--- src/rtl/uart_pkg.sv ---
// Shared UART definitions: state encoding and default frame geometry.
// The transmitter on the same board uses the same state encoding.
package uart_pkg;

    localparam int OVS_DEFAULT    = 16;
    localparam int DATA_W_DEFAULT = 8;

    typedef enum logic [1:0] {
        IDLE  = 2'b00,
        START = 2'b01,
        DATA  = 2'b10,
        STOP  = 2'b11
    } uart_state_e;

endpackage

--- src/rtl/uart_receiver_rx_sync.sv ---
// Two-flop synchronizer for the asynchronous rx line.
// Both flops reset high so an idle line never looks like a start bit.
module rx_sync (
    input  logic clk,
    input  logic rst_n,
    input  logic d_i,
    output logic q_o
);

    logic meta_q;
    logic sync_q;

    always_ff @(posedge clk or negedge rst_n) begin
        if (!rst_n) begin
            meta_q <= 1'b1;
            sync_q <= 1'b1;
        end else begin
            meta_q <= d_i;
            sync_q <= meta_q;
        end
    end

    assign q_o = sync_q;

endmodule

--- src/rtl/uart_receiver.sv ---
// 8N1 UART receiver with oversampled start-bit centring and one-clock strobes.
// Optional good-frame counter enabled by RX_FRAME_CNT_EN.
//
//  state | meaning
//  IDLE  | line idle, waiting for synced rx low on a tick
//  START | counting to start-bit centre, rejecting glitches
//  DATA  | sampling DATA_W bits at their centres, LSB first
//  STOP  | sampling the stop bit, issuing rx_valid or frame_err
module uart_receiver
    import uart_pkg::*;
#(
    parameter int OVS    = OVS_DEFAULT,
    parameter int DATA_W = DATA_W_DEFAULT
) (
    input  logic              clk,
    input  logic              rst_n,
    input  logic              rx_tick,
    input  logic              rx,
    output logic [DATA_W-1:0] data_out,
    output logic              rx_valid,
    output logic              frame_err,
    output logic              rx_busy,
    output logic [1:0]        state_out,
    output logic [15:0]       frame_cnt
);

    localparam int TICK_W = $clog2(OVS);
    localparam int BIT_W  = (DATA_W > 1) ? $clog2(DATA_W) : 1;
    localparam logic [TICK_W-1:0] TICK_HALF = TICK_W'(OVS / 2 - 1);
    localparam logic [TICK_W-1:0] TICK_LAST = TICK_W'(OVS - 1);
    localparam logic [BIT_W-1:0]  BIT_LAST  = BIT_W'(DATA_W - 1);

    logic rx_s;

    rx_sync u_rx_sync (
        .clk   (clk),
        .rst_n (rst_n),
        .d_i   (rx),
        .q_o   (rx_s)
    );

    uart_state_e       state_q, state_d;
    logic [TICK_W-1:0] tick_q, tick_d;
    logic [BIT_W-1:0]  bit_q, bit_d;
    logic [DATA_W-1:0] shift_q, shift_d;
    logic [DATA_W-1:0] data_q, data_d;
    logic              valid_q, valid_d;
    logic              err_q, err_d;

    always_ff @(posedge clk or negedge rst_n) begin
        if (!rst_n) begin
            state_q <= IDLE;
            tick_q  <= '0;
            bit_q   <= '0;
            shift_q <= '0;
            data_q  <= '0;
            valid_q <= 1'b0;
            err_q   <= 1'b0;
        end else begin
            state_q <= state_d;
            tick_q  <= tick_d;
            bit_q   <= bit_d;
            shift_q <= shift_d;
            data_q  <= data_d;
            valid_q <= valid_d;
            err_q   <= err_d;
        end
    end

    // Strobes default low every clock so they stay one clock wide however far apart ticks are.
    always_comb begin
        state_d = state_q;
        tick_d  = tick_q;
        bit_d   = bit_q;
        shift_d = shift_q;
        data_d  = data_q;
        valid_d = 1'b0;
        err_d   = 1'b0;
        if (rx_tick) begin
            unique case (state_q)
                IDLE: begin
                    if (!rx_s) begin
                        state_d = START;
                        tick_d  = '0;
                    end
                end
                START: begin
                    if (tick_q == TICK_HALF) begin
                        tick_d  = '0;
                        bit_d   = '0;
                        state_d = rx_s ? IDLE : DATA;
                    end else begin
                        tick_d = tick_q + 1'b1;
                    end
                end
                DATA: begin
                    if (tick_q == TICK_LAST) begin
                        tick_d  = '0;
                        shift_d = {rx_s, shift_q[DATA_W-1:1]};
                        if (bit_q == BIT_LAST) begin
                            state_d = STOP;
                        end else begin
                            bit_d = bit_q + 1'b1;
                        end
                    end else begin
                        tick_d = tick_q + 1'b1;
                    end
                end
                STOP: begin
                    if (tick_q == TICK_LAST) begin
                        tick_d  = '0;
                        state_d = IDLE;
                        if (rx_s) begin
                            data_d  = shift_q;
                            valid_d = 1'b1;
                        end else begin
                            err_d = 1'b1;
                        end
                    end else begin
                        tick_d = tick_q + 1'b1;
                    end
                end
                default: state_d = IDLE;
            endcase
        end
    end

`ifdef RX_FRAME_CNT_EN
    logic [15:0] frame_cnt_q;

    always_ff @(posedge clk or negedge rst_n) begin
        if (!rst_n) begin
            frame_cnt_q <= 16'd0;
        end else if (valid_d) begin
            frame_cnt_q <= frame_cnt_q + 16'd1;
        end
    end

    assign frame_cnt = frame_cnt_q;
`else
    assign frame_cnt = 16'd0;
`endif

    assign data_out  = data_q;
    assign rx_valid  = valid_q;
    assign frame_err = err_q;
    assign rx_busy   = (state_q != IDLE);
    assign state_out = state_q;

endmodule

--- config.mk ---
export PLATFORM = sky130hd
export DESIGN_NAME = uart_receiver
export DESIGN_NICKNAME = d
export VERILOG_FILES = /design/src/rtl/uart_pkg.sv /design/src/rtl/uart_receiver_rx_sync.sv /design/src/rtl/uart_receiver.sv
export SDC_FILE = /design/constraint.sdc
export NUM_CORES = 1
export LEC_CHECK = 0
export BUFFER_PORTS_ARGS = -buffer_cell sky130_fd_sc_hd__buf_4
export CAP_MARGIN = 5
export CORE_MARGIN = 3
export CORE_UTILIZATION = 50
export DETAILED_ROUTE_END_ITERATION = 10
export GPL_TIMING_DRIVEN = 0
export HOLD_SLACK_MARGIN = 0.05
export PLACE_DENSITY = 0.71
export SYNTH_ARGS = -nofsm -noshare
export SYNTH_HDL_FRONTEND = slang
export SYNTH_HIERARCHICAL = 1
export SYNTH_SLANG_ARGS = --single-unit
--- constraint.sdc ---
create_clock -name clk -period 2.6 [get_ports clk]
set_input_delay 0.26 -clock clk [delete_from_list [all_inputs] [get_ports clk]]
set_output_delay 0.26 -clock clk [all_outputs]
set_load 0.01 [all_outputs]
==> results.rst, run 1 <==
.. list-table::
   :header-rows: 1

   * - Metric
     - Value
   * - Required time of the worst setup path
     - 2800 ps
   * - Starting utilization of the core area
     - 54.48%
   * - Number of nets with antenna violations after detailed routing
     - 0
   * - Total number of vias
     - 881
   * - Power density normalized to cell area
     - 720.3 nW/um2
   * - Worst-path cell with the longest stage delay
     - sky130_fd_sc_hd__dfrtp_1
   * - Switching share of total power
     - 32.39%
   * - Hold Fails Final Rpt
     - 0
   * - Cts repair resizes
     - 0
   * - Post-synthesis cell area
     - 1399 um2
   * - Worst hold slack after final layout
     - 337.2 ps
   * - Standard cell core area
     - 2567 um2
   * - Chip Width
     - 58.90 um
   * - Final setup violating endpoints
     - 0
   * - CP max FO
     - 9
   * - Worst path setup slack after routing
     - 716.6 ps
   * - Root Buffer Master
     - sky130_fd_sc_hd__clkbuf_4
   * - Average cell area after synthesis
     - 12.95 um2
   * - CTS HTree Levels
     - 2
   * - Kind of start point of the critical path
     - flip-flop
   * - Clock transition at the registers of the reported paths
     - 90 ps
   * - Wire length of the first global-routing pass
     - 3670 um
   * - Total of flip-flops plus latches after synthesis
     - 29
   * - Sequential share of power
     - 45.4%
   * - Port buffer count
     - 15
   * - Final period utilization
     - 72.44%
   * - Setup slack at placement
     - 731.7 ps
   * - Via count of the first global-routing pass
     - 828
   * - Residual DRC count
     - 0
   * - Status
     - complete, no violations
   * - Gate power share
     - 29.9%
   * - Final-stage net count
     - 154
   * - Routability congestion estimate from global placement
     - 0.7487
   * - Boundary pin count
     - 33
   * - Max_cap viols
     - 0
   * - Final setup skew
     - 7.073 ps
   * - Vertical extent of the die
     - 58.90 um
   * - Clock insertion delay at the later pin of the skew report
     - 310 ps
   * - Power, Total
     - 1221 uW
   * - Type of destination of the critical path
     - flip-flop
   * - Average wire per cell in the routed design
     - 11.76 um
   * - Aggregate global-route resource usage
     - 14.07%
   * - Placed cell count
     - 168
   * - Final critical path time including I/O delays and setup
     - 1883 ps
   * - Leakage power
     - 0.0008889 uW
   * - Class of the tightest hold or removal check
     - in -> reg
   * - Maximum number of pins on one net before global-route repair
     - 30
   * - CTS tree
     - yes
   * - Routed WL
     - 2093 um
   * - Layout Cells excl Fill
     - 178
   * - NetSw
     - 395.5 uW
   * - Number of vias per cell
     - 4.949
   * - Core Rows
     - 18
   * - Setup_tns
     - 0 ps
   * - Worst path cell trace
     - ha_1 > nand4_4 > nor3_4 > mux2_2
   * - Count of cell types in the netlist
     - 32
   * - Met2 track utilization from global routing
     - 22.40%
   * - CTS Buf Count
     - 5
   * - Internal power consumption
     - 825.7 uW
   * - Fraction of final layout cells with drive strength greater than 1
     - 46.62%
   * - Layout overhead on the synthesized area
     - 21.20%
   * - Number of warnings issued by yosys
     - 6
   * - Antenna Cells
     - 0
   * - Largest stage delay, worst path
     - 400 ps
   * - Drt pass-1 iters
     - 4
   * - Total die area
     - 3469 um2
   * - Antenna violations before repair
     - 0
   * - Max IR drop VDD
     - 491.0 uV
   * - CTS Buffer Depth
     - 2
   * - Data arrival at the endpoint of the critical path
     - 2080 ps
   * - Critical path class
     - reg -> reg
   * - Share of synthesized area occupied by flip-flops and latches
     - 52.06%
   * - Detailed router's first-iteration violation count
     - 14
   * - Pins Over Slew Limit
     - 0
   * - Met3 Resource Use GR
     - 6.579%
   * - RSZ-0062 raised after global routing
     - false
   * - Peak-usage layer in the global routing report
     - met2
   * - Post-detailed-placement half-perimeter wirelength
     - 1575 um
   * - Global Route met1 Usage
     - 17.16%
   * - Number of cells produced by synthesis
     - 108
   * - Highest Clock Rate
     - 0.5310 GHz
   * - Number of clock sinks
     - 29
   * - Post-CTS Setup Repair Bufs
     - 0
   * - Clock share of power
     - 24.7%
   * - Remaining global-route overflow
     - 0
## synthesized netlist by cell type
master | n | share of area, %
sky130_fd_sc_hd__nand2_1 | 2 | 0.54
sky130_fd_sc_hd__or2_2 | 1 | 0.45
sky130_fd_sc_hd__nand2b_1 | 1 | 0.45
sky130_fd_sc_hd__buf_4 | 16 | 8.6
sky130_fd_sc_hd__a22o_1 | 2 | 1.3
sky130_fd_sc_hd__and2_1 | 1 | 0.45
sky130_fd_sc_hd__clkbuf_1 | 1 | 0.27
sky130_fd_sc_hd__dfrtp_1 | 27 | 48
sky130_fd_sc_hd__o21ai_0 | 2 | 0.72
sky130_fd_sc_hd__nor2b_1 | 1 | 0.45
sky130_fd_sc_hd__o2bb2ai_1 | 1 | 0.63
sky130_fd_sc_hd__a2bb2oi_1 | 1 | 0.63
sky130_fd_sc_hd__buf_2 | 2 | 0.72
sky130_fd_sc_hd__o31a_1 | 2 | 1.3
sky130_fd_sc_hd__dfstp_2 | 2 | 3.8
sky130_fd_sc_hd__o211ai_1 | 1 | 0.54
sky130_fd_sc_hd__ha_1 | 3 | 2.7
sky130_fd_sc_hd__nand3_1 | 2 | 0.72
sky130_fd_sc_hd__nor3_1 | 1 | 0.36
sky130_fd_sc_hd__nor2_1 | 4 | 1.1
sky130_fd_sc_hd__a32o_1 | 2 | 1.4
sky130_fd_sc_hd__mux2_2 | 19 | 15
sky130_fd_sc_hd__o31ai_1 | 1 | 0.54
sky130_fd_sc_hd__nand4_4 | 1 | 1.5
sky130_fd_sc_hd__nor3_4 | 2 | 2.3
sky130_fd_sc_hd__o2111ai_1 | 1 | 0.63
sky130_fd_sc_hd__mux2i_1 | 2 | 1.4
sky130_fd_sc_hd__conb_1 | 1 | 0.27
sky130_fd_sc_hd__inv_1 | 2 | 0.54
sky130_fd_sc_hd__clkbuf_2 | 2 | 0.72
sky130_fd_sc_hd__a41oi_1 | 1 | 0.63
sky130_fd_sc_hd__nor4_2 | 1 | 0.89
## cells in the final DEF, fill, tap and decap left out, drive strengths merged
cell type	synthesis	layout
dlygate4sd3	0	2
nor4	1	1
o2bb2ai	1	1
nor2b	1	1
conb	1	16
o31a	2	2
o31ai	1	1
buf	18	33
a2bb2oi	1	1
mux2i	2	2
clkbuf	3	10
nor2	4	4
nand2b	1	1
or2	1	1
o2111ai	1	1
clkinv	0	1
dfstp	2	2
ha	3	3
nand2	2	2
a22o	2	2
inv	2	2
a32o	2	2
nand3	2	2
o21ai	2	2
nor3	3	3
nand4	1	1
a41oi	1	1
dfrtp	27	27
o211ai	1	1
and2	1	1
mux2	19	19
## worst max-delay path: cells and delay by family (launching register included)
kind / cells / cell delay (ps)
fa+ha+maj: 1 / 360
flops: 1 / 400
mux: 1 / 390
simple gates: 2 / 610
## routing by layer
layer	wire (um)	vias up	share of wire, %
met3	187	2	8.9
met2	1005	29	48
li1	-	436	-
met1	887	414	42
met4	12	0	0.57
met5	0	-	0
## cells by family after synthesis
family | count (synthesis) | synth area share, %
AO/OA/AOI/OAI | 14 | 8.230
adder cells (fa/ha/maj) | 3 | 2.684
buffers and inverters | 23 | 10.82
flip-flops | 29 | 52.06
multiplexers | 21 | 16.73
other | 1 | 0.2681
AND/OR/NAND/NOR | 17 | 9.213
## worst paths after layout
check	startpoint	end	slack (ps)	cells after the start
setup / recovery	tick_q[0]	data_out[3]	720	4
hold / removal	rx_tick	state_out[0]	340	3
setup reg to reg	tick_q[0]	data_out[3]	720	4
hold reg to reg	u_rx_sync/meta_q	u_rx_sync/q_o	360	0
max in group asynchronous	rst_n	u_rx_sync/meta_q	1910	2
min in group asynchronous	rst_n	data_out[5]	390	2
## timing repair
item                                    in CTS  in global routing
hold endpoints to repair                    28                  0
hold buffers                                 2                  0
endpoints found under the setup margin       0                  0
## flip-flops by register name (all words and copies together), names as in the netlist, named ones only
| signal | cells |
|---|---|
| u_rx_sync/meta_q | 1 |
| data_out | 8 |
| shift_q | 8 |
| bit_q | 3 |
| rx_valid | 1 |
| tick_q | 4 |
| state_out | 1 |
| frame_err | 1 |
| u_rx_sync/q_o | 1 |
## stage by stage
stage	utilization, %	cell area, um2
after floorplan	-	1455
after detailed placement	62.52	1605
after CTS	66.03	1695
final	66.03	1695
after global routing	66.03	1695
after global placement	62.52	1605
## layout make-up
| class | instances | area [um2] |
|---|---|---|
| buffer | 21 | 143.9 |
| clock buffer | 7 | 65.06 |
| clock inverter | 1 | 5.005 |
| fill | 204 | 872.1 |
| inverter | 2 | 7.507 |
| multi-input combinational | 71 | 575.6 |
| sequential | 29 | 728.2 |
| tap | 30 | 37.54 |
| timing repair buffer | 17 | 132.6 |
## power groups by stage
stage | combinational [uW] | sequential [uW] | clock (uW)
2_1_floorplan | 268 | 561 | 0
3_3_place_gp | 350 | 560 | 0
3_5_place_dp | 364 | 564 | 0
4_1_cts | 367 | 555 | 315
5_1_grt | 405 | 564 | 335
6_report | 365 | 555 | 302
Note: power is estimated with default switching activity, not from simulation.
==> run 2, diff against run 1 <==
--- a/config.mk
+++ b/config.mk
@@ -5,14 +5,15 @@
 export SDC_FILE = /design/constraint.sdc
 export NUM_CORES = 1
 export LEC_CHECK = 0
+export ABC_AREA = 1
 export BUFFER_PORTS_ARGS = -buffer_cell sky130_fd_sc_hd__buf_4
 export CAP_MARGIN = 5
 export CORE_MARGIN = 3
-export CORE_UTILIZATION = 50
+export CORE_UTILIZATION = 47
 export DETAILED_ROUTE_END_ITERATION = 10
 export GPL_TIMING_DRIVEN = 0
 export HOLD_SLACK_MARGIN = 0.05
-export PLACE_DENSITY = 0.71
+export PLACE_DENSITY = 0.7
 export SYNTH_ARGS = -nofsm -noshare
 export SYNTH_HDL_FRONTEND = slang
 export SYNTH_HIERARCHICAL = 1
==> constraint.sdc (replaced) <==
create_clock -name clk -period 1.7 [get_ports clk]
set_input_delay 0.17 -clock clk [delete_from_list [all_inputs] [get_ports clk]]
set_output_delay 0.17 -clock clk [all_outputs]
set_load 0.01 [all_outputs]
==> run 2 against run 1 <==
Combinational power grew 45%. Global-route usage grew 1.9 points. Fmax grew 30%. Cell area grew 5.0%. Sequential power grew 52%. Setup slack lost 470 ps. Area after synthesis grew 4.1%. Critical path depth grew 3. Total power grew 61%. Sequential share of layout area shrank 2.1 points. Clock power grew 96%. Register-to-register slack lost 470 ps.
==> results.rst, run 2 <==
.. list-table::
   :header-rows: 1

   * - Metric
     - Value
   * - Pins Over Slew Limit
     - 0
   * - Leakage power
     - 0.0009364 uW
   * - Root Buffer Master
     - sky130_fd_sc_hd__clkbuf_4
   * - Placed cell count
     - 215
   * - Number of clock sinks
     - 29
   * - CTS Buf Count
     - 5
   * - Most common cell after layout, fill and taps aside
     - sky130_fd_sc_hd__nand2_1
   * - Biggest area consumer among synthesized cells
     - sky130_fd_sc_hd__dfrtp_1
   * - Worst path setup slack after routing
     - 248.2 ps
   * - Wire length of the first global-routing pass
     - 4264 um
   * - Routability congestion estimate from global placement
     - 0.7646
   * - Post-detailed-placement half-perimeter wirelength
     - 1840 um
   * - Total die area
     - 3803 um2
   * - Residual DRC count
     - 0
   * - Clock share of power
     - 30.2%
   * - Max IR drop VDD
     - 546.1 uV
   * - Maximum number of pins on one net before global-route repair
     - 30
   * - CTS tree
     - yes
   * - Kind of start point of the critical path
     - flip-flop
   * - Routed WL
     - 2472 um
   * - Post-CTS Setup Repair Bufs
     - 0
   * - Share of synthesized area occupied by flip-flops and latches
     - 50.00%
   * - Antenna Cells
     - 0
   * - Total number of vias
     - 1,057
   * - Final setup skew
     - 8.641 ps
   * - Worst R2R End
     - data_out[6]
   * - Number of warnings issued by yosys
     - 6
   * - Status
     - complete, no violations
   * - Max_cap viols
     - 0
   * - Data arrival at the endpoint of the critical path
     - 1690 ps
   * - Commonest cells post-synth
     - sky130_fd_sc_hd__nand2_1, sky130_fd_sc_hd__dfrtp_1, sky130_fd_sc_hd__buf_4, sky130_fd_sc_hd__inv_1, sky130_fd_sc_hd__o21ai_2
   * - Chip Width
     - 61.67 um
   * - Type of destination of the critical path
     - flip-flop
   * - Power density normalized to cell area
     - 1103 nW/um2
   * - Clock insertion delay at the later pin of the skew report
     - 330 ps
   * - Fraction of final layout cells with drive strength greater than 1
     - 35.57%
   * - Clock transition at the registers of the reported paths
     - 90 ps
   * - Remaining global-route overflow
     - 0
   * - Boundary pin count
     - 33
   * - Required time of the worst setup path
     - 1930 ps
   * - Leading post-synthesis cells by cell area
     - sky130_fd_sc_hd__dfrtp_1, sky130_fd_sc_hd__nand2_1, sky130_fd_sc_hd__buf_4
   * - Total of flip-flops plus latches after synthesis
     - 29
   * - Setup_tns
     - 0 ps
   * - R2R Path Start
     - tick_q[0]
   * - Final period utilization
     - 85.40%
   * - Vertical extent of the die
     - 61.67 um
   * - Proportion of register bits with asynchronous set or reset after synthesis
     - 100.0%
   * - CP max FO
     - 10
   * - Critical path class
     - reg -> reg
   * - Switching share of total power
     - 32.81%
   * - CTS HTree Levels
     - 2
   * - Number of nets with antenna violations after detailed routing
     - 0
   * - Number of fillers in the final layout
     - 250
   * - Average cell area after synthesis
     - 9.519 um2
   * - Detailed router's first-iteration violation count
     - 28
   * - Final setup violating endpoints
     - 0
   * - Top library cells by usage in the layout, fill and taps aside
     - sky130_fd_sc_hd__nand2_1, sky130_fd_sc_hd__buf_4, sky130_fd_sc_hd__dfrtp_1
   * - Startpoint of the worst hold path
     - rx_tick
   * - Number of vias per cell
     - 4.698
   * - Class of the tightest hold or removal check
     - in -> reg
   * - Most common cell in the netlist
     - sky130_fd_sc_hd__nand2_1
   * - NetSw
     - 644.1 uW
   * - Hold depth
     - 3
   * - Antenna violations before repair
     - 0
   * - Setup slack at placement
     - 247.2 ps
   * - Final-stage net count
     - 200
   * - Core Rows
     - 19
   * - Aggregate global-route resource usage
     - 16.02%
   * - Post-synthesis cell area
     - 1456 um2
   * - Gate power share
     - 26.9%
   * - CTS Buffer Depth
     - 2
   * - Sequential share of power
     - 42.9%
   * - Number of flops mapped to enable cells by yosys
     - 0
   * - Layout Cells excl Fill
     - 225
   * - Area share of the largest cell type after synthesis
     - 46.39%
   * - Reg2Reg Depth
     - 7
   * - Layout overhead on the synthesized area
     - 22.25%
   * - Highest Clock Rate
     - 0.6888 GHz
   * - Number of cells produced by synthesis
     - 153
   * - Top FF cell, synth
     - sky130_fd_sc_hd__dfrtp_1
   * - Hold Fails Final Rpt
     - 0
   * - Worst setup slack for register-to-register paths
     - 250 ps
   * - Drt pass-1 iters
     - 3
   * - Final critical path time including I/O delays and setup
     - 1452 ps
   * - Port buffer count
     - 16
   * - Standard cell core area
     - 2853 um2
   * - Capture endpoint of the worst hold path
     - frame_err
   * - RSZ-0062 raised after global routing
     - false
   * - Average wire per cell in the routed design
     - 10.99 um
   * - Count of cell types in the netlist
     - 26
   * - Via count of the first global-routing pass
     - 999
   * - Internal power consumption
     - 1319 uW
   * - Starting utilization of the core area
     - 51.05%
==> run 2: changes by cell type after synthesis, sizes merged, moves of 2 or more <==
cell    delta
a32o       -2
o21ai     +16
nor2       +3
a21oi      +4
nor3       -3
inv       +17
nand2     +39
clkbuf     -3
mux2      -19
mux2i      -2
nand3      +5
o31a       -2
==> run 2: cells by family after synthesis <==
logic type,after synthesis,synth area share (%)
adder cells (fa/ha/maj),3,2.578
flip-flops,29,50.00
AND/OR/NAND/NOR,58,19.67
AO/OA/AOI/OAI,24,12.20
other,1,0.2575
XOR/XNOR,1,0.6015
buffers and inverters,37,14.69
==> run 2: how the worst max path moves through the flow <==
stage                   start  depth (start not counted)          end  slack, ps
floorplan            bit_q[0]                          8     bit_q[0]        390
global placement    tick_q[0]                          7  data_out[7]        290
detailed placement  tick_q[0]                          7  data_out[6]        250
CTS                 tick_q[0]                          7  data_out[6]        240
global route        tick_q[0]                          7  data_out[6]        110
finish              tick_q[0]                          7  data_out[6]        250
==> run 2: final cells by class <==
class                      instances  area (um2)  share of cell area, %
timing repair buffer              18       140.1                  7.871
clock inverter                     2       37.54                  2.108
multi-input combinational        102       570.5                  32.04
sequential                        29       728.2                  40.90
buffer                            18       142.6                  8.011
tap                               31       38.79                  2.178
inverter                          19       71.32                  4.006
clock buffer                       6       51.30                  2.881
==> run 2: power by group through the flow <==
stage	clock network [uW]	logic [uW]	registers (uW)
floorplan	0	374	848
global placement	0	508	848
detailed placement	0	526	854
CTS	614	533	840
global route	655	602	855
finish	593	529	841
==> run 2: worst max-delay path: stages, from the launching register on <==
cell                      delay (ps)
sky130_fd_sc_hd__dfrtp_1         400
sky130_fd_sc_hd__ha_1            240
sky130_fd_sc_hd__nand3_2         120
sky130_fd_sc_hd__inv_2           120
sky130_fd_sc_hd__nand4_4         150
sky130_fd_sc_hd__buf_6           200
sky130_fd_sc_hd__nand2_1          70
sky130_fd_sc_hd__o21ai_2          50
==> run 2: per-stage QoR <==
step | utilization, % | total power, uW | area (um2) | hold slack (ps)
finish | 62.41 | 1963 | 1780 | 171.3
global route | 62.41 | 2112 | 1780 | 168.8
CTS | 62.41 | 1986 | 1780 | 149.9
detailed placement | 58.60 | 1379 | 1672 | 109.0
global placement | 58.60 | 1356 | 1672 | 105.9
floorplan | - | 1221 | 1513 | -125.6
==> run 2: per-layer routing <==
metal  share of wire [%]  vias up  track usage, %
li1                    -      535               -
met1                  44      489           18.87
met2                  48       26           24.36
met3                 5.5        7           6.918
met4                 2.5        0           9.091
met5                   0        -               0
==> run 2: repair_timing <==
action                                 CTS  global route
resized for setup                        0             0
endpoints found under the hold margin   30             0
hold buffers                             2             0
==> run 3, diff against run 2 <==
--- a/config.mk
+++ b/config.mk
@@ -9,11 +9,12 @@
 export BUFFER_PORTS_ARGS = -buffer_cell sky130_fd_sc_hd__buf_4
 export CAP_MARGIN = 5
 export CORE_MARGIN = 3
-export CORE_UTILIZATION = 47
+export CORE_UTILIZATION = 50
+export CTS_BUF_LIST = sky130_fd_sc_hd__clkbuf_8
 export DETAILED_ROUTE_END_ITERATION = 10
 export GPL_TIMING_DRIVEN = 0
 export HOLD_SLACK_MARGIN = 0.05
-export PLACE_DENSITY = 0.7
+export PLACE_DENSITY = 0.74
 export SYNTH_ARGS = -nofsm -noshare
 export SYNTH_HDL_FRONTEND = slang
 export SYNTH_HIERARCHICAL = 1
==> run 3 against run 2 <==
Via count grew 1.8%. Critical path depth is the same. Sequential share of layout area is the same. Sequential power grew 1%. Total power shrank 1.1%. Fmax shrank 1.0%.
==> results.rst, run 3 (synthesis results as in run 2) <==
.. list-table::
   :header-rows: 1

   * - Metric
     - Value
   * - Port buffer count
     - 16
   * - Required time of the worst setup path
     - 1860 ps
   * - Type of destination of the critical path
     - flip-flop
   * - Final critical path time including I/O delays and setup
     - 1467 ps
   * - Worst R2R End
     - data_out[6]
   * - Root Buffer Master
     - sky130_fd_sc_hd__clkbuf_8
   * - Reg2Reg Depth
     - 7
   * - Top library cells by usage in the layout, fill and taps aside
     - sky130_fd_sc_hd__nand2_1, sky130_fd_sc_hd__buf_4, sky130_fd_sc_hd__dfrtp_1
   * - Clock share of power
     - 28.8%
   * - R2R Path Start
     - tick_q[0]
   * - Aggregate global-route resource usage
     - 16.99%
   * - Setup_tns
     - 0 ps
   * - Number of vias per cell
     - 4.804
   * - Clock insertion delay at the later pin of the skew report
     - 280 ps
   * - Worst setup slack for register-to-register paths
     - 230 ps
   * - CTS Buffer Depth
     - 2
   * - Switching share of total power
     - 33.69%
   * - RSZ-0062 raised after global routing
     - false
   * - Detailed router's first-iteration violation count
     - 29
   * - CP max FO
     - 10
   * - Final setup violating endpoints
     - 0
   * - Critical path class
     - reg -> reg
   * - Chip Width
     - 59.97 um
   * - Sequential share of power
     - 43.8%
   * - Leakage power
     - 0.0009457 uW
   * - Startpoint of the worst hold path
     - rx_tick
   * - Drt pass-1 iters
     - 4
   * - Core Rows
     - 18
   * - Hold depth
     - 3
   * - Starting utilization of the core area
     - 55.75%
   * - Routed WL
     - 2576 um
   * - Boundary pin count
     - 33
   * - Gate power share
     - 27.3%
   * - Post-CTS Setup Repair Bufs
     - 0
   * - Post-detailed-placement half-perimeter wirelength
     - 1863 um
   * - Worst hold slack after final layout
     - 243.1 ps
   * - Pins Over Slew Limit
     - 0
   * - Via count of the first global-routing pass
     - 1,081
   * - Data arrival at the endpoint of the critical path
     - 1630 ps
   * - Max_cap viols
     - 0
   * - Number of clock sinks
     - 29
   * - Final core utilization
     - 68.15%
   * - Layout overhead on the synthesized area
     - 22.25%
   * - CTS tree
     - yes
   * - Total die area
     - 3596 um2
   * - Power density normalized to cell area
     - 1091 nW/um2
   * - Antenna violations before repair
     - 0
   * - Final setup skew
     - 8.547 ps
   * - Number of fillers in the final layout
     - 231
   * - Highest Clock Rate
     - 0.6817 GHz
   * - Fraction of final layout cells with drive strength greater than 1
     - 34.54%
   * - Maximum number of pins on one net before global-route repair
     - 30
   * - Kind of start point of the critical path
     - flip-flop
   * - CTS Buf Count
     - 5
   * - Routability congestion estimate from global placement
     - 0.7564
   * - Count of hold buffers inserted by post-cts repair
     - 2
   * - Class of the tightest hold or removal check
     - in -> reg
   * - Standard cell core area
     - 2613 um2
   * - Cts repair resizes
     - 0
   * - Hold Fails Final Rpt
     - 0
   * - Wire length of the first global-routing pass
     - 4491 um
   * - Total number of vias
     - 1,076
   * - Remaining global-route overflow
     - 0
   * - CTS HTree Levels
     - 2
   * - Capture endpoint of the worst hold path
     - frame_err
   * - Max IR drop VDD
     - 836.1 uV
   * - Final period utilization
     - 86.29%
   * - NetSw
     - 654.5 uW
   * - Antenna Cells
     - 0
   * - Residual DRC count
     - 0
   * - Power, Total
     - 1942 uW
   * - Number of nets with antenna violations after detailed routing
     - 0
   * - Average wire per cell in the routed design
     - 11.50 um
   * - Final-stage net count
     - 200
   * - Most common cell after layout, fill and taps aside
     - sky130_fd_sc_hd__nand2_1
   * - Status
     - complete, no violations
   * - Internal power consumption
     - 1288 uW
   * - Clock transition at the registers of the reported paths
     - 60 ps
   * - Vertical extent of the die
     - 59.97 um
-- run 3: cell types whose count changed in the layout (fill, tap and decap cells not counted), sizes merged --
cell	delta
bufinv	-1
clkinvlp	-1
inv	+2
-- run 3: layout make-up --
type | instances | area, um2 | share of cell area [%]
tap | 30 | 37.54 | 2.108
timing repair buffer | 18 | 140.1 | 7.871
buffer | 18 | 142.6 | 8.011
clock buffer | 6 | 82.58 | 4.638
clock inverter | 2 | 7.507 | 0.4216
inverter | 19 | 71.32 | 4.006
multi-input combinational | 102 | 570.5 | 32.04
sequential | 29 | 728.2 | 40.90
-- run 3: power groups by stage --
stage	logic (uW)	registers [uW]	clock network (uW)
final	531	852	560
after detailed placement	522	854	0
after global routing	597	862	605
after CTS	531	846	575
after floorplan	374	848	0
after global placement	504	848	0
-- run 3: metrics by stage --
step,setup slack (ps),cell area (um2),instances
floorplan,393.8,1513,168
global placement,289.2,1670,214
detailed placement,256.1,1670,214
CTS,246.9,1780,224
global route,137.3,1780,224
finish,233.1,1780,224
-- run 3: worst max-delay path by stage --
stage,start,endpoint,slack (ps),depth (start not counted)
3_5_place_dp,tick_q[0],data_out[6],260,7
2_1_floorplan,bit_q[0],bit_q[0],390,8
3_3_place_gp,tick_q[0],data_out[7],290,7
6_report,tick_q[0],data_out[6],230,7
4_1_cts,tick_q[0],data_out[6],250,7
5_1_grt,tick_q[0],data_out[7],140,7
-- run 3: routing by layer --
layer | share of wire (%) | track usage, % | vias to the layer above
met3 | 6.5 | 6.048 | 4
met2 | 51 | 31.48 | 34
li1 | - | - | 532
met5 | 0 | 0 | -
met4 | 0.85 | 6.329 | 0
met1 | 41 | 17.15 | 506
-- run 3: worst max-delay path: stages, from the launching register on --
cell and delay [ps]:
sky130_fd_sc_hd__dfrtp_1 390, sky130_fd_sc_hd__ha_1 240, sky130_fd_sc_hd__nand3_2 120, sky130_fd_sc_hd__inv_2 130, sky130_fd_sc_hd__nand4_4 150, sky130_fd_sc_hd__buf_6 200, sky130_fd_sc_hd__nand2_1 70, sky130_fd_sc_hd__o21ai_2 50
